$ cat src/rtl/uart_rx_fifo_pkg.sv
// Shared defaults and types for the UART receive FIFO.
// Feature macro: UART_RX_FIFO_OVF_CNT_EN (dropped-byte counter).
package uart_rx_fifo_pkg;

  localparam int DEF_DEPTH  = 16;
  localparam int DEF_THRESH = 8;

  typedef logic [7:0] byte_t;

  function automatic int lvl_w(input int depth);
    return $clog2(depth) + 1;
  endfunction

endpackage

$ cat src/rtl/uart_rx_fifo_mem.sv
// UART RX FIFO storage: DEPTH x 8, sync write port, sync read port.
// Only the read register is reset; the array is not.
module uart_rx_fifo_mem
  import uart_rx_fifo_pkg::*;
#(
  parameter int DEPTH = DEF_DEPTH,
  parameter int AW    = $clog2(DEPTH)
) (
  input  logic          clk,
  input  logic          rst,
  input  logic          we,
  input  logic [AW-1:0] waddr,
  input  logic [7:0]    wdata,
  input  logic          re,
  input  logic [AW-1:0] raddr,
  output logic [7:0]    rdata
);

  byte_t mem [DEPTH];
  byte_t rd_q;

  always_ff @(posedge clk) begin
    if (we) mem[waddr] <= wdata;
  end

  // Read-before-write: a same-address pop sees the old entry.
  always_ff @(posedge clk) begin
    if (!rst) begin
      rd_q <= '0;
    end else if (re) begin
      rd_q <= mem[raddr];
    end
  end

  assign rdata = rd_q;

endmodule

$ cat src/rtl/uart_rx_fifo.sv
// UART receive FIFO with level interrupt and sticky overflow.
// Optional UART_RX_FIFO_OVF_CNT_EN adds a saturating drop counter.
module uart_rx_fifo
  import uart_rx_fifo_pkg::*;
#(
  parameter int DEPTH  = DEF_DEPTH,
  parameter int THRESH = DEF_THRESH
) (
  input  logic                    clk,
  input  logic                    rst,
  input  logic                    rx_valid,
  input  logic [7:0]              rx_byte,
  input  logic                    rd_en,
  input  logic                    clr,
  output logic [7:0]              rd_data,
  output logic                    empty,
  output logic                    full,
  output logic [lvl_w(DEPTH)-1:0] level,
  output logic                    overflow,
`ifdef UART_RX_FIFO_OVF_CNT_EN
  output logic [7:0]              ovf_cnt,
`endif
  output logic                    irq
);

  localparam int AW = $clog2(DEPTH);
  localparam int LW = lvl_w(DEPTH);

  logic [AW-1:0] wptr;
  logic [AW-1:0] rptr;
  logic [LW-1:0] cnt;
  logic          ovf;
  logic          push;
  logic          pop;
  logic          drop;

  assign empty = (cnt == '0);
  assign full  = (cnt == LW'(DEPTH));

  // A pop frees the slot, so a full FIFO still takes a same-cycle write.
  assign pop  = rd_en & ~empty & ~clr;
  assign push = rx_valid & ~clr & (~full | pop);
  assign drop = rx_valid & ~clr & full & ~rd_en;

  always_ff @(posedge clk) begin
    if (!rst) begin
      wptr <= '0;
      rptr <= '0;
      cnt  <= '0;
      ovf  <= 1'b0;
    end else if (clr) begin
      wptr <= '0;
      rptr <= '0;
      cnt  <= '0;
      ovf  <= 1'b0;
    end else begin
      if (push) wptr <= wptr + AW'(1);
      if (pop)  rptr <= rptr + AW'(1);
      if (push && !pop) begin
        cnt <= cnt + LW'(1);
      end else if (pop && !push) begin
        cnt <= cnt - LW'(1);
      end
      if (drop) ovf <= 1'b1;
    end
  end

  uart_rx_fifo_mem #(
    .DEPTH (DEPTH),
    .AW    (AW)
  ) u_mem (
    .clk   (clk),
    .rst   (rst),
    .we    (push),
    .waddr (wptr),
    .wdata (rx_byte),
    .re    (pop),
    .raddr (rptr),
    .rdata (rd_data)
  );

`ifdef UART_RX_FIFO_OVF_CNT_EN
  logic [7:0] ocnt;

  always_ff @(posedge clk) begin
    if (!rst) begin
      ocnt <= '0;
    end else if (clr) begin
      ocnt <= '0;
    end else if (drop && ocnt != 8'hFF) begin
      ocnt <= ocnt + 8'd1;
    end
  end

  assign ovf_cnt = ocnt;
`endif

  assign level    = cnt;
  assign overflow = ovf;
  assign irq      = (cnt >= LW'(THRESH)) | ovf;

endmodule

$ cat config.mk
export PLATFORM = sky130hd
export DESIGN_NAME = uart_rx_fifo
export DESIGN_NICKNAME = d
export VERILOG_FILES = /design/src/rtl/uart_rx_fifo_pkg.sv /design/src/rtl/uart_rx_fifo_mem.sv /design/src/rtl/uart_rx_fifo.sv
export SDC_FILE = /design/constraint.sdc
export NUM_CORES = 1
export LEC_CHECK = 0
export ABC_AREA = 1
export ABC_CLOCK_PERIOD_IN_PS = 4100
export BUFFER_PORTS_ARGS = -buffer_cell sky130_fd_sc_hd__clkbuf_2
export CORE_MARGIN = 2
export CORE_UTILIZATION = 30
export CTS_CLUSTER_SIZE = 12
export DETAILED_ROUTE_END_ITERATION = 8
export PLACE_DENSITY = 0.49
export SKIP_CTS_REPAIR_TIMING = 1
export SYNTH_ARGS = -nofsm -noshare
export SYNTH_HDL_FRONTEND = slang
export SYNTH_SLANG_ARGS = --single-unit
$ cat constraint.sdc
create_clock -name clk -period 4.1 [get_ports clk]
set_input_delay 0.82 -clock clk [delete_from_list [all_inputs] [get_ports clk]]
set_output_delay 0.82 -clock clk [all_outputs]
set_load 0.02 [all_outputs]
-- Word level (Yosys, flattened, before mapping)
Memories as Yosys holds them, arrays and structs flattened. A register that Yosys moved wholly into a read port is not among the register bits.
Cells that the tools add are included.
Widths: inputs -> output; s select.
- add/sub/neg operators: 4
- $lt $le $gt $ge: 1
- eq/ne operators: 1
- multiplexer cells: 4
- bitwise logic cells: 13
- reduce and logical (&&, ||, !) cells: 8
- operator list (operator ; number):
    $mux 5 ; 2
    $add 4x1->4 const B ; 2
    $and 1x1->1 ; 6
    $add 5x1->5 const B ; 1
    $eq 5x5->1 const B ; 1
    $ge 5x4->1 const B ; 1
    $logic_not 5->1 ; 1
    $not 1->1 ; 5
    $sub 5x1->5 const B ; 1
    $logic_not 1->1 ; 3
    $logic_and 1x1->1 ; 2
    $mux 1 ; 2
    $or 1x1->1 ; 2
    $reduce_bool 2->1 ; 1
    $reduce_or 2->1 ; 1
- bits in registers: 14
- memory bits (writable): 128
- input bits: 13
- output and inout port bits: 17
- word-level logic and storage cells: 36
- memories kept: 1
- memory list (memory ; words ; width ; rd ports ; clocked after Yosys merged registers in ; write ports ; line ; source):
    u_mem.mem ; 16 ; 8 ; 1 ; 1 ; 1 ; uart_rx_fifo_mem.sv:19 ; byte_t mem [DEPTH];

-- Longest topological paths before layout
Gate-level depths: netlist (run 1).
- depth after elaboration: 10
- depth in mapped cells: 15
- depth with buffers taken out: 15

-- Cells and area by module
A second synthesis (run 1) with hierarchy kept.
- cells, all modules: 611
- area total of the unflattened synthesis: 6471.2 sq um
- modules (own cells, without submodules) (module ; times used ; cells an instance ; area an instance (sq um)):
    uart_rx_fifo_mem ; 1 ; 492 ; 5576.6
    uart_rx_fifo ; 1 ; 119 ; 894.6

-- Least setup slack after synthesis (run 1)
OpenSTA, ideal clock, no wires.
- path kind: input to register
- start point: in rd_en
- end point: reg cnt[3], in the netlist level[3]
- library setup time: 0.115 ns
- arrival time: 2.436 ns
- required time: 3.985 ns
- slack: 1.549 ns
- stages on the path: 12
- buffers on the path: 0
- cells stage by stage: inv_1 -> o211ai_1 -> nand2_1 -> inv_2 -> ha_1 -> inv_1 -> ha_1 -> a21oi_1 -> nand2_1 -> xor2_1 -> o21ai_0 -> inv_1
- cells in the longest elaborated chain, start to end: 7
- elaborated cells between the ends (all ways): 10
- ends and longest elaborated chain (item ; line ; source):
    start: declaration ; uart_rx_fifo.sv:13 ; input logic rd_en,
    $and 1x1->1 * (2 in series) ; uart_rx_fifo.sv:41 ; assign pop = rd_en & ~empty & ~clr;
    $or 1x1->1 * ; uart_rx_fifo.sv:42 ; assign push = rx_valid & ~clr & (~full | pop);
    $and 1x1->1 * ; uart_rx_fifo.sv:42 ;
    net push ; uart_rx_fifo.sv:33 ; logic push;
    $logic_not 1->1 ; uart_rx_fifo.sv:61 ; end else if (pop && !push) begin
    $logic_and 1x1->1 ; uart_rx_fifo.sv:61 ;
    $reduce_bool 2->1 (no source line) ; -- ;
    end signal: assignment ; uart_rx_fifo.sv:60 ; cnt <= cnt + LW'(1);
    end signal: assignment ; uart_rx_fifo.sv:62 ; cnt <= cnt - LW'(1);
    end: declaration ; uart_rx_fifo.sv:31 ; logic [LW-1:0] cnt;
The timed path passes the listed nets; every way through them passes the cells marked *.
A chain may end at the register's enable or synchronous reset.

-- Final worst setup path (run 1)
- start point: reg cnt[1], in the netlist level[1]
- end point: reg cnt[3], in the netlist level[3]
- cells in the longest elaborated chain, start to end: 9
- elaborated cells between the ends (all ways): 17
- ends and longest elaborated chain (item ; line ; source):
    $logic_not 5->1 ; uart_rx_fifo.sv:37 ; assign empty = (cnt == '0);
    $not 1->1 ; uart_rx_fifo.sv:41 ;
    $and 1x1->1 (2 in series) ; uart_rx_fifo.sv:41 ;
    $or 1x1->1 ; uart_rx_fifo.sv:42 ;
    $and 1x1->1 ; uart_rx_fifo.sv:42 ;
    $logic_not 1->1 ; uart_rx_fifo.sv:61 ;
    $logic_and 1x1->1 ; uart_rx_fifo.sv:61 ;
    $reduce_bool 2->1 (no source line) ; -- ;
Several ways; a longest one is shown, not always the timed one. The select of a mux whose other input is x is not followed.

==> results of run 1 <==
layer usage:
metal / track usage / part of all wire / up-vias
met2: 0.238 / 0.48 / 79
met1: 0.189 / 0.47 / 2082
met4: 0.0476 / 0.0061 / 0
met3: 0.0276 / 0.041 / 6
li1: - / - / 2247
met5: 0 / 0 / -
cells by family after synthesis:
kind of cell / Yosys count / synth area share
DFF: 150 / 0.646
and+or+nand+nor: 352 / 0.219
xor gates and xnor gates: 6 / 0.00792
AOI/OAI and AO/OA: 31 / 0.0268
buffers and inverters: 125 / 0.0804
adders and majority gates: 10 / 0.0200
path summary, 6_finish.rpt:
kind | start | endpoint | slack, ns | cells after the start
max | level[1] | level[3] | 1.53 | 14
min | overflow | overflow | 0.48 | 2
max reg2reg | level[1] | level[3] | 1.53 | 14
min reg2reg | overflow | overflow | 0.48 | 2
stage by stage:
step	utilization	power [W]	setup slack, ns
floorplan	-	0.00184	1.55
global placement	0.322	0.00192	1.27
detailed placement	0.322	0.00192	1.21
CTS	0.347	0.00341	1.56
global route	0.347	0.00351	1.23
finish	0.347	0.00339	1.53
worst reg2reg max path, stage by stage (launching register included):
cell and delay [ns]:
dfxtp_1 0.39, inv_1 0.12, nand4_1 0.13, nand2_1 0.10
nor2_2 0.09, buf_4 0.26, inv_1 0.14, ha_1 0.24
inv_1 0.13, ha_1 0.29, a21oi_1 0.14, nand2_1 0.07
xor2_1 0.14, o21ai_0 0.15, inv_1 0.06
cells in the mapped netlist:
cell / number
edfxtp_1: 128
xor2_1: 5
nor3_1: 1
nand2_1: 225
o21ai_0: 8
nand3b_1: 1
o21a_1: 8
fa_1: 1
inv_2: 5
a21oi_1: 14
nand4_1: 1
clkbuf_1: 3
clkinv_1: 1
buf_2: 15
buf_6: 2
nor2_1: 27
inv_1: 91
clkbuf_4: 1
ha_1: 9
nand3_1: 96
dfxtp_1: 22
xnor2_1: 1
nor2_2: 1
o211ai_1: 1
buf_4: 7
sequential cells by signal (all words and copies together), names as in the netlist:
name / flops
wptr: 4
rptr: 4
level: 5
u_mem.rdata: 8
overflow: 1
u_mem.mem: 128
layout by cell type (no fill, tap or decap), types with 6 or more instances in the layout:
master	n
nand2_1	225
edfxtp_1	128
nand3_1	96
inv_1	91
clkbuf_2	29
nor2_1	27
dfxtp_1	21
clkbuf_16	17
a21oi_1	14
ha_1	9
o21ai_0	8
o21a_1	8
clkinv_2	6
area by class of cell:
type                            instances  area [sq um]
Clock buffer                           18           429
Clock inverter                         14           134
Fill cell                            2226         14200
Inverter                               97           364
Multi-Input combinational cell        399          1810
Sequential cell                       150          4290
Tap cell                              280           350
Timing Repair Buffer                   34           183
report_power, final:
part           switching [W]  leakage [nW]  total, W  internal [W]
combinational       0.000148          1.54  0.000206     0.0000584
clock               0.000617         0.273   0.00150      0.000888
sequential        0.00000958          1.33   0.00168       0.00167
total               0.000774          3.14   0.00339       0.00262
==> results.md, run 1 <==
- Antenna cell count: 0
- Largest net degree at the start of global routing: 67
- Setup-failing EPs final: 0
- Area delta synth->final: 14.0%
- Yosys warnings: 0
- Cells after Synth: 674
- Final cell count without fillers: 992
- Congestion Overflow GR: 0
- Crit-path slowest cell: dfxtp_1
- Tmin final: 2.57 ns
- I/O pin cnt: 30
- Most frequent CP cell: inv_1
- Vias: 4414
- CP delay by family, top: buffers and inverters
- Drt wl/cell: 16.2 microns
- First-pass GRT wire length: 25200 microns
- Tot GR Track Use: 0.144
- Worst-path clk slew: 0.06 ns
- Status: finished, final reports clean
- Final hold violation count: 0
- DP Wirelength: 10200 microns
- Post-DP Area: 7000 sq um
- Die X: 153 microns
- Power per Cell Area: 449 nW/um^2
- Max-cap violation count: 0
- Final hold slack: 0.481 ns
- DRT Wirelength: 16000 microns
- Largest fanout on the critical path: 20
- Crit path buffers/inverters: 5
- CTS Sinks: 150
- Site Rows: 54
- Antenna viol nets, final: 0
- Synth Net Count: 697
- Post-route cell area: 7560 sq um
- Dominant cell type by area after synthesis: edfxtp_1
- Starting density of the core: 0.305
- Post-synth cell types: 25
- Post-synthesis sequential area ratio: 0.646
- CP arrival: 2.88 ns
- H-Tree Depth: 4
- Drt pass-1 iters: 5
- Final period utilization: 0.627
- Max-slew headroom: 0.312
- Worst path cell trace: inv_1 -> nand4_1 -> nand2_1 -> nor2_2 -> buf_4 -> inv_1 -> ha_1 -> inv_1 -> ha_1 -> a21oi_1 -> nand2_1 -> xor2_1 -> o21ai_0 -> inv_1
- Yosys reg bits: 150
- Setup CP Type: reg -> reg
- Vias in the first global route: 4450
- Ranking of synthesized cells by area: edfxtp_1, nand2_1, nand3_1
- Max IR drop VDD: 0.000193 V
- Worst Clk Skew: 0.0124 ns
- Worst-Skew Late Latency: 0.43 ns
- Antenna violations before repair: 0
- Die area: 23300 sq um
- Fin. max-slew vios: 0
- Initial DRC count: 287
- Via density: 4.45
- Setup crit start kind: register
- Crit path capture type: register
- Share of post-route cells with drive strength above 1: 0.0997
- Setup TNS Final: 0 ns
- RePlAce Congestion: 0.804
- Post-synthesis cell area: 6630 sq um
- Number of port buffers: 29
- Req. time, crit path: 4.41 ns
- RSZ-0062 raised after global routing: false
- Syn Area/Cell: 9.84 sq um
- Worst Hold Class: reg -> reg
- Pleak: 3.14 nW
- CTS Root Cell: clkbuf_16
- # placed instances: 960
- CTS tree: yes
- Worst Tran Pin Value: 1.03 ns
- Max Freq: 0.389 GHz
- Final nets: 722
- Die span in y: 153 microns
- Core ar.: 21800 sq um
- CTS Buffer Depth: 2
- DRC Markers: 0
- Total CTS buffers: 17
- Yosys top cell area share: 0.580
- Worst path max stage delay: 0.39 ns
(Power assumes the default switching activity.)
==> inputs of run 2 (changes only) <==
ABC_AREA = 0   (was 1)
ABC_CLOCK_PERIOD_IN_PS = 2500   (was 4100)
clock period = 2.5 ns   (was 4.1 ns; I/O delays follow)
==> results.md, run 2 <==
- Max-cap violation count: 0 (unchanged)
- Yosys warnings: 0 (unchanged)
- Antenna cell count: 0 (unchanged)
- Final nets: 445 (was 722)
- First-pass GRT wire length: 19900 microns (was 25200 microns)
- Final hold violation count: 0 (unchanged)
- Critical path launch point: level[2] (was level[1])
- PnR worst setup slack: -0.286 ns (was 1.53 ns)
- Pleak: 2.40 nW (was 3.14 nW)
- Final hold slack: 0.406 ns (was 0.481 ns)
- Via density: 4.68 (was 4.45)
- Setup CP Type: reg -> reg (unchanged)
- DRC Markers: 0 (unchanged)
- DRT Wirelength: 13000 microns (was 16000 microns)
- Tot GR Track Use: 0.127 (was 0.144)
- CTS Sinks: 150 (unchanged)
- Most common cell after layout, fill and taps aside: edfxtp_1 (was nand2_1)
- Largest net degree at the start of global routing: 29 (was 67)
- Main synth FF type: edfxtp_1 (unchanged)
- Setup TNS Final: -0.449 ns (was 0 ns)
- Worst Hold Class: in -> reg (was reg -> reg)
- Most frequent cells in the layout: edfxtp_1, nor2_1, clkbuf_2 (was nand2_1, edfxtp_1, nand3_1)
- Max-slew headroom: 0.316 (was 0.312)
- Final cell count without fillers: 699 (was 992)
- Congestion Overflow GR: 0 (unchanged)
- DP Wirelength: 8490 microns (was 10200 microns)
- Drt wl/cell: 18.6 microns (was 16.2 microns)
- Worst path cell trace: or4_4 -> o311a_4 -> ha_4 -> inv_4 -> ha_4 -> nor2b_4 -> o21a_1 -> or3_1 -> a21o_1 -> mux2_2 (was inv_1 -> nand4_1 -> nand2_1 -> nor2_2 -> buf_4 -> inv_1 -> ha_1 -> inv_1 -> ha_1 -> a21oi_1 -> nand2_1 -> xor2_1 -> o21ai_0 -> inv_1)
- Number of port buffers: 29 (unchanged)
- Die area: 21300 sq um (was 23300 sq um)
- Final period utilization: 1.11 (was 0.627)
- CP arrival: 3.09 ns (was 2.88 ns)
- Synth Net Count: 392 (was 697)
- List of most frequent post-synthesis cells: edfxtp_1, nor2_1, mux4_2 (was nand2_1, edfxtp_1, nand3_1)
- Worst-path clk slew: 0.06 ns (about the same)
- Yosys top cell area share: 0.636 (was 0.580)
- Worst Clk Skew: 0.00803 ns (was 0.0124 ns)
- RePlAce Congestion: 0.717 (was 0.804)
- HP Start: rst (was overflow)
- I/O pin cnt: 30 (unchanged)
- Antenna violations before repair: 0 (unchanged)
- Vias: 3268 (was 4414)
- Post-synth cell types: 34 (was 25)
- Most frequent CP cell: ha_4 (was inv_1)
- H-Tree Depth: 4 (unchanged)
- Setup crit start kind: register (unchanged)
- Power per Cell Area: 773 nW/um^2 (was 449 nW/um^2)
- Worst-Skew Late Latency: 0.42 ns (was 0.43 ns)
- Post-synth EDFFs: 128 (unchanged)
- Largest family of logic cells by synthesized area: multiplexers (was simple AND/OR/NAND/NOR gates)
- Tmin final: 2.79 ns (was 2.57 ns)
- Worst Tran Pin Value: 1.02 ns (was 1.03 ns)
- Max reg flops: 128 (unchanged)
- Dominant cell type by area after synthesis: edfxtp_1 (unchanged)
- Crit-path slowest cell: or4_4 (was dfxtp_1)
- CTS Buffer Depth: 2 (unchanged)
- Most frequent cell after synthesis: edfxtp_1 (was nand2_1)
- Die span in y: 146 microns (was 153 microns)
- Post-synthesis cell area: 6040 sq um (was 6630 sq um)
- Mux cell area share after synthesis: 0.129 (was 0)
- RSZ-0062 raised after global routing: true (was false)
- Drt pass-1 iters: 4 (was 5)
- Post-route cell area: 7270 sq um (was 7560 sq um)
- Largest fanout on the critical path: 5 (was 20)
- Crit path capture type: register (unchanged)
- # placed instances: 668 (was 960)
- CTS tree: yes (unchanged)
- Ranking of synthesized cells by area: edfxtp_1, mux4_2, dfxtp_1 (was edfxtp_1, nand2_1, nand3_1)
- Simple-Gate Fraction of Synth Area: 0.0606 (was 0.219)
- Total CTS buffers: 17 (unchanged)
- Core ar.: 19600 sq um (was 21800 sq um)
- Syn Area/Cell: 16.4 sq um (was 9.84 sq um)
- Req. time, crit path: 2.81 ns (was 4.41 ns)
- Max Freq: 0.359 GHz (was 0.389 GHz)
- Vias in the first global route: 3350 (was 4450)
- Xor/xnor share of the synthesized area: 0.0116 (was 0.00792)
- Post-DP Area: 6670 sq um (was 7000 sq um)
- Area delta synth->final: 20.3% (was 14.0%)
- Asr flop ratio synth: 0 (unchanged)
- Setup-failing EPs final: 2 (was 0)
- Fin. max-slew vios: 0 (unchanged)
- Die X: 146 microns (was 153 microns)
- Initial DRC count: 199 (was 287)
- Worst path max stage delay: 0.57 ns (was 0.39 ns)
- Site Rows: 51 (was 54)
- Largest Register: u_mem.mem (unchanged)
- Yosys reg bits: 150 (unchanged)
- Max IR drop VDD: 0.000316 V (was 0.000193 V)
- Share of post-route cells with drive strength above 1: 0.274 (was 0.0997)
- Status: finished with violations (was finished, final reports clean)
- Starting density of the core: 0.309 (was 0.305)
- Worst r2r src: level[2] (was level[1])
- Failing checks: negative setup slack
- Place WS: -0.320 ns (was 1.21 ns)
- Cells after Synth: 369 (was 674)
- Synth Area in Compound Gates: 0.0453 (was 0.0268)
- CTS Root Cell: clkbuf_16 (unchanged)
- Post-synthesis sequential area ratio: 0.709 (was 0.646)
- Adder-Cell Fraction of Synth Area: 0.0219 (was 0.0200)
- Antenna viol nets, final: 0 (unchanged)
-- run 2: changes by cell type in the layout (fill, tap and decap cells not counted), moves of 17 or more --
cell / previous run / this run
nand2_1: 225 / 14
nand3_1: 96 / 1
inv_1: 91 / 7
mux4_2: 0 / 24
mux2i_1: 0 / 23
buf_4: 5 / 22
-- run 2: logic make-up after synthesis --
kind of cell / Yosys count
buffers and inverters: 28
AND/OR/NAND/NOR: 78
adder cells (fa/ha/maj): 10
multiplexers: 48
XOR/XNOR: 8
flip-flops: 150
AO/OA/AOI/OAI: 47
-- run 2: worst paths after layout --
kind	slack, ns	endpoint	cells past startpoint
max	-0.29	level[4]	10
min	0.41	u_mem.rdata[7]	3
max reg2reg	-0.29	level[4]	10
min reg2reg	0.53	overflow	2
-- run 2: layout make-up --
cell class | count | area, sq um
Tap cell | 265 | 332
Sequential cell | 150 | 4290
Timing Repair Buffer | 53 | 350
Multi-Input combinational cell | 191 | 1670
Clock inverter | 13 | 159
Fill cell | 1863 | 12300
Clock buffer | 18 | 429
Inverter | 9 | 38.8
-- run 2: layer usage --
metal / share of wire / vias to the layer above / global-route usage
li1: - / 1516 / -
met1: 0.48 / 1679 / 0.168
met2: 0.47 / 55 / 0.201
met3: 0.025 / 18 / 0.0276
met4: 0.018 / 0 / 0.0544
met5: 0 / - / 0
-- run 2: worst max-delay path, delay by kind of cell (launching register included) --
family / cells / cell delay, ns
buf+inv: 1 / 0.07
compound gates: 3 / 0.66
mux: 1 / 0.26
flops: 1 / 0.32
fa+ha+maj: 2 / 0.37
simple gates: 3 / 0.99
-- run 2: power breakdown --
part	total, W	leakage (nW)	internal, W	switching, W
combinational	0.000315	0.791	0.000127	0.000188
clock	0.00256	0.273	0.00156	0.00100
sequential	0.00275	1.33	0.00274	0.0000118
total	0.00562	2.40	0.00442	0.00120
-- run 2: metrics by stage --
step / util / total power (W)
floorplan: - / 0.00298
finish: 0.371 / 0.00562
global route: 0.371 / 0.00579
detailed placement: 0.340 / 0.00312
CTS: 0.371 / 0.00566
global placement: 0.340 / 0.00311
